[src/rtl/pc_seq_ctrl_if.sv]
// Control bundle between the PC sequencer and the multicycle datapath.
// PC_SEQ_RETIRE_CNT_EN adds the retired-instruction counter output.
interface pc_seq_ctrl_if;
  logic [5:0]  opcode;
  logic [5:0]  funct;
  logic        zero;
  logic        exc_req;
  logic        exec_done;
  logic        mem_read;
  logic        ir_write;
  logic        pc_write;
  logic [2:0]  pc_source;
  logic        alu_branch_calc;
  logic        link_write;
  logic        epc_write;
  logic        exec_req;
  logic [2:0]  state_dbg;
`ifdef PC_SEQ_RETIRE_CNT_EN
  logic [31:0] retired_cnt;

  modport master (
    input  opcode, funct, zero, exc_req, exec_done,
    output mem_read, ir_write, pc_write, pc_source,
    output alu_branch_calc, link_write, epc_write,
    output exec_req, state_dbg, retired_cnt
  );

  modport slave (
    output opcode, funct, zero, exc_req, exec_done,
    input  mem_read, ir_write, pc_write, pc_source,
    input  alu_branch_calc, link_write, epc_write,
    input  exec_req, state_dbg, retired_cnt
  );
`else
  modport master (
    input  opcode, funct, zero, exc_req, exec_done,
    output mem_read, ir_write, pc_write, pc_source,
    output alu_branch_calc, link_write, epc_write,
    output exec_req, state_dbg
  );

  modport slave (
    output opcode, funct, zero, exc_req, exec_done,
    input  mem_read, ir_write, pc_write, pc_source,
    input  alu_branch_calc, link_write, epc_write,
    input  exec_req, state_dbg
  );
`endif
endinterface

[src/rtl/pc_seq_ctrl.sv]
// Multicycle MIPS PC sequencer: fetch, decode, jumps/branches, handoff.
// Optional PC_SEQ_RETIRE_CNT_EN: counts instructions retired to fetch.
module pc_seq_ctrl #(
  parameter int unsigned MEM_WAIT      = 2,
  parameter bit          EXC_ON_BAD_OP = 1'b1
) (
  input  logic          clk,
  input  logic          reset,
  pc_seq_ctrl_if.master bus
);

  typedef enum logic [2:0] {
    IDLE        = 3'd0,
    FETCH_WAIT  = 3'd1,
    FETCH_LATCH = 3'd2,
    DECODE      = 3'd3,
    EXEC        = 3'd4,
    HANDOFF     = 3'd5,
    EXC         = 3'd6
  } state_e;

  localparam logic [3:0] WAIT_LD = 4'(MEM_WAIT);

  state_e     state_q, state_d;
  logic [3:0] cnt_q, cnt_d;

  logic       is_j, is_jal, is_jr;
  logic       is_beq, is_bne;
  logic       is_ctl, is_alu, is_bad;

  logic       mem_read, ir_write, pc_write;
  logic [2:0] pc_source;
  logic       abc, link_write, epc_write;
  logic       exec_req;

  assign is_j   = bus.opcode == 6'h02;
  assign is_jal = bus.opcode == 6'h03;
  assign is_jr  = bus.opcode == 6'h00
               && bus.funct == 6'h08;
  assign is_beq = bus.opcode == 6'h04;
  assign is_bne = bus.opcode == 6'h05;
  assign is_ctl = is_j | is_jal | is_jr
                | is_beq | is_bne;

  // Everything the main control unit knows how to execute.
  assign is_alu = (bus.opcode == 6'h00)
               || (bus.opcode >= 6'h08
                   && bus.opcode <= 6'h0F)
               || (bus.opcode >= 6'h20
                   && bus.opcode <= 6'h2B);
  assign is_bad = ~is_ctl & ~is_alu;

  always_ff @(posedge clk or negedge reset) begin
    if (!reset) begin
      state_q <= IDLE;
      cnt_q   <= 4'd0;
    end else begin
      state_q <= state_d;
      cnt_q   <= cnt_d;
    end
  end

  always_comb begin
    state_d    = state_q;
    cnt_d      = cnt_q;
    mem_read   = 1'b0;
    ir_write   = 1'b0;
    pc_write   = 1'b0;
    pc_source  = 3'b000;
    abc        = 1'b0;
    link_write = 1'b0;
    epc_write  = 1'b0;
    exec_req   = 1'b0;
    unique case (state_q)
      IDLE: begin
        state_d = FETCH_WAIT;
        cnt_d   = WAIT_LD;
      end
      FETCH_WAIT: begin
        mem_read = 1'b1;
        if (cnt_q <= 4'd1) begin
          state_d = FETCH_LATCH;
          cnt_d   = 4'd0;
        end else begin
          cnt_d = cnt_q - 4'd1;
        end
      end
      FETCH_LATCH: begin
        mem_read = 1'b1;
        ir_write = 1'b1;
        pc_write = 1'b1;
        state_d  = DECODE;
      end
      DECODE: begin
        abc     = 1'b1;
        state_d = EXEC;
      end
      EXEC: begin
        unique case (1'b1)
          is_j: begin
            pc_write  = 1'b1;
            pc_source = 3'b010;
          end
          is_jal: begin
            pc_write   = 1'b1;
            link_write = 1'b1;
            pc_source  = 3'b010;
          end
          is_jr: begin
            pc_write  = 1'b1;
            pc_source = 3'b011;
          end
          is_beq: begin
            pc_write  = bus.zero;
            pc_source = 3'b001;
          end
          is_bne: begin
            pc_write  = ~bus.zero;
            pc_source = 3'b001;
          end
          default: ;
        endcase
        if (bus.exc_req) begin
          state_d = EXC;
        end else if (is_ctl) begin
          state_d = FETCH_WAIT;
          cnt_d   = WAIT_LD;
        end else if (is_bad && EXC_ON_BAD_OP) begin
          state_d = EXC;
        end else begin
          state_d = HANDOFF;
        end
      end
      HANDOFF: begin
        exec_req = 1'b1;
        if (bus.exc_req) begin
          state_d = EXC;
        end else if (bus.exec_done) begin
          state_d = FETCH_WAIT;
          cnt_d   = WAIT_LD;
        end
      end
      EXC: begin
        epc_write = 1'b1;
        pc_write  = 1'b1;
        pc_source = 3'b100;
        state_d   = FETCH_WAIT;
        cnt_d     = WAIT_LD;
      end
      default: begin
        state_d = IDLE;
        cnt_d   = 4'd0;
      end
    endcase
  end

  assign bus.mem_read        = mem_read;
  assign bus.ir_write        = ir_write;
  assign bus.pc_write        = pc_write;
  assign bus.pc_source       = pc_source;
  assign bus.alu_branch_calc = abc;
  assign bus.link_write      = link_write;
  assign bus.epc_write       = epc_write;
  assign bus.exec_req        = exec_req;
  assign bus.state_dbg       = state_q;

`ifdef PC_SEQ_RETIRE_CNT_EN
  logic [31:0] ret_q, ret_d;
  logic        retire;

  // EXC and IDLE also land in FETCH_WAIT but retire nothing.
  assign retire = (state_q == EXEC || state_q == HANDOFF)
               && state_d == FETCH_WAIT;
  assign ret_d  = retire ? ret_q + 32'd1 : ret_q;

  always_ff @(posedge clk or negedge reset) begin
    if (!reset) ret_q <= 32'd0;
    else        ret_q <= ret_d;
  end

  assign bus.retired_cnt = ret_q;
`endif

endmodule

[src/flat_wrapper.sv]
// flat-port wrapper written by rule: the top's interface ports become plain ports
module pc_seq_ctrl_flat 
#(
  parameter int unsigned MEM_WAIT      = 2,
  parameter bit          EXC_ON_BAD_OP = 1'b1
)
  (clk, reset, bus_opcode, bus_funct, bus_zero, bus_exc_req, bus_exec_done, bus_mem_read, bus_ir_write, bus_pc_write, bus_pc_source, bus_alu_branch_calc, bus_link_write, bus_epc_write, bus_exec_req, bus_state_dbg);
  pc_seq_ctrl_if bus_i ();
  input  logic clk;
  input  logic reset;
  input wire logic [$bits(bus_i.opcode)-1:0] bus_opcode;
  input wire logic [$bits(bus_i.funct)-1:0] bus_funct;
  input wire logic [$bits(bus_i.zero)-1:0] bus_zero;
  input wire logic [$bits(bus_i.exc_req)-1:0] bus_exc_req;
  input wire logic [$bits(bus_i.exec_done)-1:0] bus_exec_done;
  output wire logic [$bits(bus_i.mem_read)-1:0] bus_mem_read;
  output wire logic [$bits(bus_i.ir_write)-1:0] bus_ir_write;
  output wire logic [$bits(bus_i.pc_write)-1:0] bus_pc_write;
  output wire logic [$bits(bus_i.pc_source)-1:0] bus_pc_source;
  output wire logic [$bits(bus_i.alu_branch_calc)-1:0] bus_alu_branch_calc;
  output wire logic [$bits(bus_i.link_write)-1:0] bus_link_write;
  output wire logic [$bits(bus_i.epc_write)-1:0] bus_epc_write;
  output wire logic [$bits(bus_i.exec_req)-1:0] bus_exec_req;
  output wire logic [$bits(bus_i.state_dbg)-1:0] bus_state_dbg;
  assign bus_i.opcode = bus_opcode;
  assign bus_i.funct = bus_funct;
  assign bus_i.zero = bus_zero;
  assign bus_i.exc_req = bus_exc_req;
  assign bus_i.exec_done = bus_exec_done;
  assign bus_mem_read = bus_i.mem_read;
  assign bus_ir_write = bus_i.ir_write;
  assign bus_pc_write = bus_i.pc_write;
  assign bus_pc_source = bus_i.pc_source;
  assign bus_alu_branch_calc = bus_i.alu_branch_calc;
  assign bus_link_write = bus_i.link_write;
  assign bus_epc_write = bus_i.epc_write;
  assign bus_exec_req = bus_i.exec_req;
  assign bus_state_dbg = bus_i.state_dbg;
  pc_seq_ctrl #(.MEM_WAIT(MEM_WAIT), .EXC_ON_BAD_OP(EXC_ON_BAD_OP)) u_core (.clk(clk), .reset(reset), .bus(bus_i));
endmodule
[config.mk]
export PLATFORM = sky130hd
export DESIGN_NAME = pc_seq_ctrl_flat
export DESIGN_NICKNAME = d
export VERILOG_FILES = /design/src/rtl/pc_seq_ctrl_if.sv /design/src/rtl/pc_seq_ctrl.sv /design/src/flat_wrapper.sv
export SDC_FILE = /design/constraint.sdc
export NUM_CORES = 1
export LEC_CHECK = 0
export ABC_AREA = 0
export CAP_MARGIN = 25
export CORE_UTILIZATION = 44
export DETAILED_ROUTE_END_ITERATION = 7
export GPL_TIMING_DRIVEN = 0
export PLACE_DENSITY = 0.83
export SETUP_SLACK_MARGIN = 0.05
export SYNTH_ARGS = -nofsm -noshare
export SYNTH_HDL_FRONTEND = slang
export SYNTH_SLANG_ARGS = --single-unit
[constraint.sdc]
create_clock -name clk -period 2.5 [get_ports clk]
set_input_delay 0.5 -clock clk [delete_from_list [all_inputs] [get_ports clk]]
set_output_delay 0.5 -clock clk [all_outputs]
set_load 0.05 [all_outputs]
# After elaboration in Yosys (flattened, before gate mapping)
# Cells that the tools add are included.
[op_classes]
addsub = 1
n_lt_le_gt_ge = 5
eq_ne = 17
muxes = 24
n_bitwise = 9
n_reduce_logical = 16
[ops]
columns = ["cell", "n"]
rows = [
  ["4-bit two-way mux", 5],
  ["4-bit case mux with 5 select lines", 1],
  ["3-bit case mux with 6 select lines", 1],
  ["3-bit two-way mux", 5],
  ["6-bit by 2-bit == test with 1-bit output (second input constant)", 2],
  ["6-bit by 3-bit == test with 1-bit output (second input constant)", 2],
  ["2-bit OR reduction", 6],
  ["3-bit == test (second input constant)", 3],
  ["1-bit two-way mux", 7],
  ["3-bit by 2-bit == test with 1-bit output (second input constant)", 2],
  ["6-bit by 4-bit == test with 1-bit output (second input constant)", 1],
  ["6-bit by 4-bit greater-or-equal comparator with 1-bit output (second input constant)", 1],
  ["6-bit greater-or-equal comparator (second input constant)", 1],
  ["6-bit by 4-bit less-or-equal comparator with 1-bit output (second input constant)", 1],
  ["6-bit less-or-equal comparator (second input constant)", 1],
  ["6-bit logical NOT", 1],
  ["2-bit != test (second input constant)", 3],
  ["2-bit case mux with 3 select lines", 1],
  ["3-bit case mux with 2 select lines", 1],
  ["5-bit AND reduction", 1],
  ["4-bit by 1-bit less-or-equal comparator with 1-bit output (second input constant)", 1],
  ["2-bit by 1-bit != test with 1-bit output (second input constant)", 2],
  ["1-bit NOT", 4],
  ["1-bit OR", 4],
  ["other kinds (12)", 15],
]
[word_totals]
regBits = 7
inputBits = 17
word_cells = 74

# Longest topological paths before layout
# Gate-level depths: netlist of the first run.
[depth]
word_depth = 11
mapped_depth = 6

# Worst setup path before layout of the first run
# Ideal clock, no wire load.
[synth_path]
kind = "flip-flop to output port"
start = "register u_core.state_q[1], in the netlist u_core.bus.state_dbg[1]"
end = "output port bus_link_write"
arrival_ns = 2.276
t_required_ns = 2.000
setup_slack_ns = -0.276
path_stages_with_launch = 4
n_path_buf = 1
path_cell_list = "dfrtp_1 > buf_6 > or3b_4 > nor3_1"
[synth_between]
elab_chain_len = 2
[synth_rtl]
columns = ["item", "line_no", "text"]
rows = [
  ["start: declaration", "pc_seq_ctrl.sv:24", "state_e state_q, state_d;"],
  ["start signal: assignment", "pc_seq_ctrl.sv:58", "state_q <= state_d;"],
  ["3-bit == test", "pc_seq_ctrl.sv:74", "unique case (state_q)"],
  ["1-bit two-way mux", "pc_seq_ctrl.sv:74", ""],
  ["end: declaration", "flat_wrapper.sv:21", "output wire logic [$bits(bus_i.link_write)-1:0] bus_link_write;"],
]
# Every way passes these cells.

# Worst setup path in the final report of the first run
[layout_path]
start = "input port bus_zero"
end = "output port bus_pc_write"
[layout_between]
elab_chain_len = 3
[layout_rtl]
columns = ["item", "line_no", "text"]
rows = [
  ["start: declaration", "flat_wrapper.sv:13", "input wire logic [$bits(bus_i.zero)-1:0] bus_zero;"],
  ["1-bit NOT", "pc_seq_ctrl.sv:118", "pc_write = ~bus.zero;"],
  ["1-bit case mux with 3 select lines (*)", "pc_seq_ctrl.sv:99", "unique case (1'b1)"],
  ["1-bit case mux with 2 select lines (*)", "pc_seq_ctrl.sv:74", ""],
  ["end: declaration", "flat_wrapper.sv:18", "output wire logic [$bits(bus_i.pc_write)-1:0] bus_pc_write;"],
]
# Every way passes the cells marked *; elsewhere a longest branch is shown, timed or not.

==> metrics.md, run 1 <==
| Metric | Value |
|---|---|
| Run status | `completed` |
| Vias/cell | `5.83` |
| Worst min path class | `in -> async` |
| Fmax | `0.421 GHz` |
| Pwr dens | `1090 mW/mm²` |
| Vias in the first global route | `728` |
| Max clock buf depth | `2` |
| DRC viols | `0` |
| Clk_lat worst skew | `0.27 ns` |
| Die height | `41.6 µm` |
| Number of synthesized flops with an enable pin | `0` |
| Count leader, synth | `nor2_1` |
| Post-route clock period utilization | `0.951` |
| Worst-Margin Slew | `0.505 ns` |
| Top-Level Pins | `30` |
| H-Tree Depth | `1` |
| Detailed placer's ending HPWL | `1490 µm` |
| Layout cell share with drive strength beyond 1 | `0.214` |
| Initial core utilization | `0.499` |
| Seq/Total Area, Yosys | `0.254` |
| Cts bufs inserted | `3` |
| Clock sinks | `7` |
| Post-route antenna net violation count | `0` |
| # diodes | `0` |
| Total power | `0.00115 W` |
| Crit start category | `input port` |
| Setup-failing EPs final | `0` |
| Leakage dissipation | `0.495 nW` |
| Slew margin rel. | `0.663` |
| Worst-path clk slew | `0.06 ns` |
| Net count after synthesis | `101` |
| I/O Buffers | `29` |
| Crit Path Max Fanout | `1` |
| Overflow after GRT | `0` |
| DR WL/cell | `14.7 µm` |
| Largest net degree at the start of global routing | `11` |
| Asr flop ratio synth | `1.00` |
| WP data required | `2.00 ns` |
| CP arrival | `1.88 ns` |
| Vias | `770` |
| Die area | `0.00173 mm²` |
| Core Region | `0.00138 mm²` |
| Syn Std Cell Area | `689 µm²` |
| Iteration-0 DRC Markers | `18` |
| Yosys top cell area share | `0.254` |
| Netlist cell types | `40` |
| Chip Width | `41.6 µm` |
| CTS tree | `built` |
| All-Layer GR Usage | `0.233` |
| Skew final | `0.0129 ns` |
| Drt total wl | `1940 µm` |
| CTS root buf | `clkbuf_4` |
| R2R Setup Slk | `0.72 ns` |
| Final hold vios | `0` |
| Fin. max-slew vios | `0` |
| Initial antenna violation count | `0` |
| Gpl congestion | `0.892` |
| Area added between synthesis and finish | `52.3%` |
| FF+latch count, synth | `7` |
| Reg2Reg Depth | `6` |
| RSZ-0062 raised after global routing | `yes` |
| Final nets | `137` |
| Placed cells | `126` |
| Area leader, netlist | `dfrtp_1` |
| Crit Path Class | `in -> out` |
| First-pass GRT wire length | `3180 µm` |
| Max-Cap Viols | `0` |
| Crit end category | `primary output` |
| Most frequent cells after synthesis | `9 x nor2_1, 8 x inv_1, 7 x dfrtp_1` |
| DR pass1 iterations | `4` |
| Syn_area_per_cell | `8.41 µm²` |
| Ranking of synthesized cells by area | `dfrtp_1 25%, nor2_1 4.9%, o21ai_0 4.4%` |
| Cells after Synth | `82` |
| Non-Filler Instances | `132` |
| Rows | `13` |
| Peak VDD IR | `0.967 mV` |
| Most used DFF post-synth | `dfrtp_1` |
| Synth Warn # | `0` |
| Crit path time final | `2.38 ns` |
metal layers:
| layer | share of wire | track usage | up-vias |
|---|---|---|---|
| li1 | - | - | 374 |
| met1 | 0.45 | 0.305 | 364 |
| met2 | 0.48 | 0.366 | 27 |
| met3 | 0.056 | 0.0652 | 5 |
| met4 | 0.012 | 0.0839 | 0 |
| met5 | 0 | 0 | - |
layout by cell type, fill, tap and decap left out, types with 3 or more instances in the layout:
master           instances
buf_2                    3
nor2_1                   9
dlymetal6s2s_1           4
nand2b_1                 4
dlygate4sd2_1            7
clkdlybuf4s50_1         14
clkbuf_4                 4
dfrtp_1                  7
a21oi_1                  5
o21ai_0                  6
inv_1                    8
buf_4                    4
logic make-up (layout without fill, tap and decap cells):
kind of cell	after synthesis	in the layout	synth area share
multiplexers	1	1	0.0218
XOR/XNOR	2	2	0.0254
AND/OR/NAND/NOR	33	33	0.327
AO/OA/AOI/OAI	25	25	0.250
adder cells (fa/ha/maj)	2	2	0.0363
flip-flops	7	7	0.254
buffers and inverters	12	47	0.0853
final timing paths:
check,end,start
max in group asynchronous,u_core.bus.state_dbg[2]$_DFFE_PN0P_,reset
min reg2reg,u_core.cnt_q[1]$_DFFE_PN0P_,u_core.cnt_q[1]$_DFFE_PN0P_
min,u_core.cnt_q[2]$_DFFE_PN0P_,reset
min in group clk,u_core.cnt_q[1]$_DFFE_PN0P_,u_core.cnt_q[1]$_DFFE_PN0P_
max reg2reg,u_core.cnt_q[3]$_DFFE_PN0P_,u_core.cnt_q[0]$_DFFE_PN0P_
max,bus_pc_write,bus_zero
critical path, cell delays in order:
cell,delay (ns)
clkdlybuf4s50_1,0.42
xnor2_1,0.13
nor3b_1,0.17
o21ai_0,0.15
a311oi_2,0.31
buf_6,0.20
cell type report:
type | instances | area, µm²
multi-input cells | 63 | 473
fillers | 109 | 333
repair buffers | 31 | 298
flip-flops and latches | 7 | 175
inverters | 8 | 30.0
plain buffers | 4 | 28.8
clock buffers | 4 | 26.3
well taps | 15 | 18.8
registers in the layout, summed over array words and instances, names as in the netlist:
| name | cells |
|---|---|
| u_core.bus.state_dbg | 3 |
| u_core.cnt_q | 4 |
report_power, final:
part	total, W	switching, W	internal (W)	leakage, nW
Clock	0.000110	0.0000487	0.0000613	0.0150
Sequential	0.000197	0.0000352	0.000162	0.0876
Combinational	0.000841	0.000523	0.000318	0.393
Total	0.00115	0.000607	0.000541	0.495
through the flow:
step           hold WS, ns  setup TNS, ns  instance area (µm²)  worst slack, ns  utilization
2_1_floorplan        0.204              0                  701           0.0331            -
3_3_place_gp         0.532          -2.36                 1010           -0.752        0.730
3_5_place_dp         0.531          -2.55                 1010           -0.818        0.730
4_1_cts              0.504              0                 1040          0.00908        0.749
5_1_grt              0.522              0                 1050           0.0275        0.759
6_report             0.485              0                 1050            0.122        0.759
repair_timing:
action | CTS | global route
setup endpoints to repair | 8 | 6
setup buffers | 1 | 1
resized for setup | 29 | 7
pin swaps | 3 | 2
hold buffers | 0 | 0
No activity file was read; power rests on OpenSTA's default activity.
==> inputs of run 2 (changes only) <==
PLACE_DENSITY = 0.93   (was 0.83)
==> metrics.md, run 2 (synthesized netlist as in run 1, its figures left out) <==
| Metric | Value |
|---|---|
| Run status | `completed` |
| Slew margin rel. | `0.665 (+0.00171)` |
| I/O Buffers | `29 (unchanged)` |
| Overflow after GRT | `0 (unchanged)` |
| Skew final | `0.00459 ns (-0.00828 ns)` |
| Uppermost layer routed | `met4` |
| Fin area | `0.00106 mm² (+0.83%)` |
| Rows | `13 (unchanged)` |
| All-Layer GR Usage | `0.230 (-0.00362)` |
| Initial core utilization | `0.499 (unchanged)` |
| Peak VDD IR | `0.808 mV (-16%)` |
| # diodes | `0 (unchanged)` |
| Iteration-0 DRC Markers | `25 (+7)` |
| WL met3 | `77 µm (-29%)` |
| Crit start category | `input port` |
| H-Tree Depth | `1 (unchanged)` |
| Layout cell share with drive strength beyond 1 | `0.220 (+0.00666)` |
| Biggest register | `u_core.cnt_q` |
| CTS tree | `built` |
| Total power | `0.00113 W (-1.4%)` |
| Vias | `775 (+0.65%)` |
| DRC viols | `0 (unchanged)` |
| Vias in the first global route | `698 (-4.1%)` |
| Drt total wl | `1910 µm (-1.3%)` |
| Reg2Reg Launch Point | `u_core.cnt_q[0]$_DFFE_PN0P_` |
| Fmax | `0.412 GHz (-1.9%)` |
| Max-Cap Viols | `0 (unchanged)` |
| CTS root buf | `clkbuf_4` |
| Largest net degree at the start of global routing | `11 (unchanged)` |
| Setup-failing EPs final | `0 (unchanged)` |
| Worst-Margin Slew | `0.502 ns (-0.00256 ns)` |
| Crit path time final | `2.42 ns (+0.0471 ns)` |
| Worst hold slack | `0.508 ns (+0.0232 ns)` |
| Leakage dissipation | `0.502 nW (+1.4%)` |
| Max clock buf depth | `2 (unchanged)` |
| Vias/cell | `5.83 (-0.11%)` |
| CP startpoint | `bus_funct[2]` |
| Crit Path Max Fanout | `4 (+3)` |
| Max FFs per register | `4 (unchanged)` |
| Worst min path class | `in -> async` |
| Cts-stage hold buffer count | `0 (unchanged)` |
| Top-Level Pins | `30 (unchanged)` |
| First-pass GRT wire length | `3150 µm (-0.85%)` |
| Detailed placer's ending HPWL | `1540 µm (+3.6%)` |
| Fillers | `93 (-15%)` |
| Final nets | `138 (+0.73%)` |
| Worst-path clk slew | `0.05 ns (about the same)` |
| Chip Width | `41.6 µm (unchanged)` |
| Post-route clock period utilization | `0.970 (+0.0188)` |
| Area added between synthesis and finish | `53.5%` |
| Setup TNS | `0 ns (unchanged)` |
| Wire length on met1 | `810 µm (-6.4%)` |
| DR WL/cell | `14.4 µm (-2.1%)` |
| Clk_lat worst skew | `0.25 ns (-0.02 ns)` |
| WP data required | `2.00 ns (about the same)` |
| Fin. max-slew vios | `0 (unchanged)` |
| DP Area | `0.00101 mm² (unchanged)` |
| Die area | `0.00173 mm² (unchanged)` |
| Met2 wire length | `982 µm (+4.9%)` |
| DR pass1 iterations | `4 (unchanged)` |
| Final hold vios | `0 (unchanged)` |
| Core Region | `0.00138 mm² (unchanged)` |
| Cts bufs inserted | `3 (unchanged)` |
| Most frequent cells in the layout | `14 x clkdlybuf4s50_1, 9 x nor2_1, 8 x inv_1, 7 x dfrtp_1, 6 x dlygate4sd2_1` |
| Crit end category | `primary output` |
| Die height | `41.6 µm (unchanged)` |
| Gpl congestion | `0.881 (-1.3%)` |
| Commonest non-fill, non-tap cell in the layout | `clkdlybuf4s50_1` |
| Initial antenna violation count | `0 (unchanged)` |
| CP arrival | `1.92 ns (+0.04 ns)` |
| RSZ-0062 raised after global routing | `yes` |
| Pwr dens | `1070 mW/mm² (-2.2%)` |
| Crit Path Class | `in -> out` |
| Clock sinks | `7 (unchanged)` |
| Post-route antenna net violation count | `0 (unchanged)` |
[run 2: cell type report]
| class | count | area [µm²] | area share |
|---|---|---|---|
| tap | 15 | 18.8 | 0.0177 |
| timing repair buffer | 32 | 307 | 0.290 |
| sequential | 7 | 175 | 0.165 |
| inverter | 8 | 30.0 | 0.0284 |
| buffer | 4 | 28.8 | 0.0272 |
| multi-input combinational | 63 | 473 | 0.447 |
| clock buffer | 4 | 26.3 | 0.0248 |
[run 2: critical path: stages]
cell and delay, ns:
clkdlybuf4s50_1 0.41, nor4_2 0.30, nand3_2 0.18, a311oi_2 0.33, buf_6 0.20
[run 2: path summary, 6_finish.rpt]
path | slack, ns | cells past startpoint | to
worst max-delay path | 0.08 | 5 | bus_pc_write
worst min-delay path | 0.51 | 1 | u_core.cnt_q[2]$_DFFE_PN0P_
worst max register to register | 0.70 | 6 | u_core.cnt_q[3]$_DFFE_PN0P_
max in group asynchronous | 1.75 | 1 | u_core.bus.state_dbg[2]$_DFFE_PN0P_
min in group clk | 0.55 | 1 | u_core.cnt_q[1]$_DFFE_PN0P_
worst min register to register | 0.55 | 1 | u_core.cnt_q[1]$_DFFE_PN0P_
[run 2: stage by stage]
stage | setup slack (ns) | instances | utilization
floorplan | 0.0331 | 82 | -
detailed placement | -0.790 | 126 | 0.730
global route | 0.0156 | 133 | 0.766
CTS | -0.0294 | 131 | 0.744
finish | 0.0754 | 133 | 0.766
global placement | -0.747 | 126 | 0.730
[run 2: timing repair]
item | in CTS | in global routing
setup buffers | 1 | 2
pin swaps | 3 | 5
endpoints found under the setup margin | 8 | 5
gates resized for setup | 29 | 8
[run 2: power breakdown]
group          internal (W)  switching (W)
registers          0.000162      0.0000358
logic              0.000318       0.000518
clock network     0.0000606      0.0000377
total              0.000541       0.000592
[run 2: per-layer routing]
metal | global-route usage | vias to the layer above
met1 | 0.286 | 365
met4 | 0.0387 | 0
met2 | 0.406 | 28
met3 | 0.0522 | 6
met5 | 0 | -
li1 | - | 376
==> inputs of run 3 (changes only) <==
CTS_CLUSTER_SIZE = 24   (was default)
==> results of run 3 <==
Final layout, timing and power as in run 2 (identical DEF).
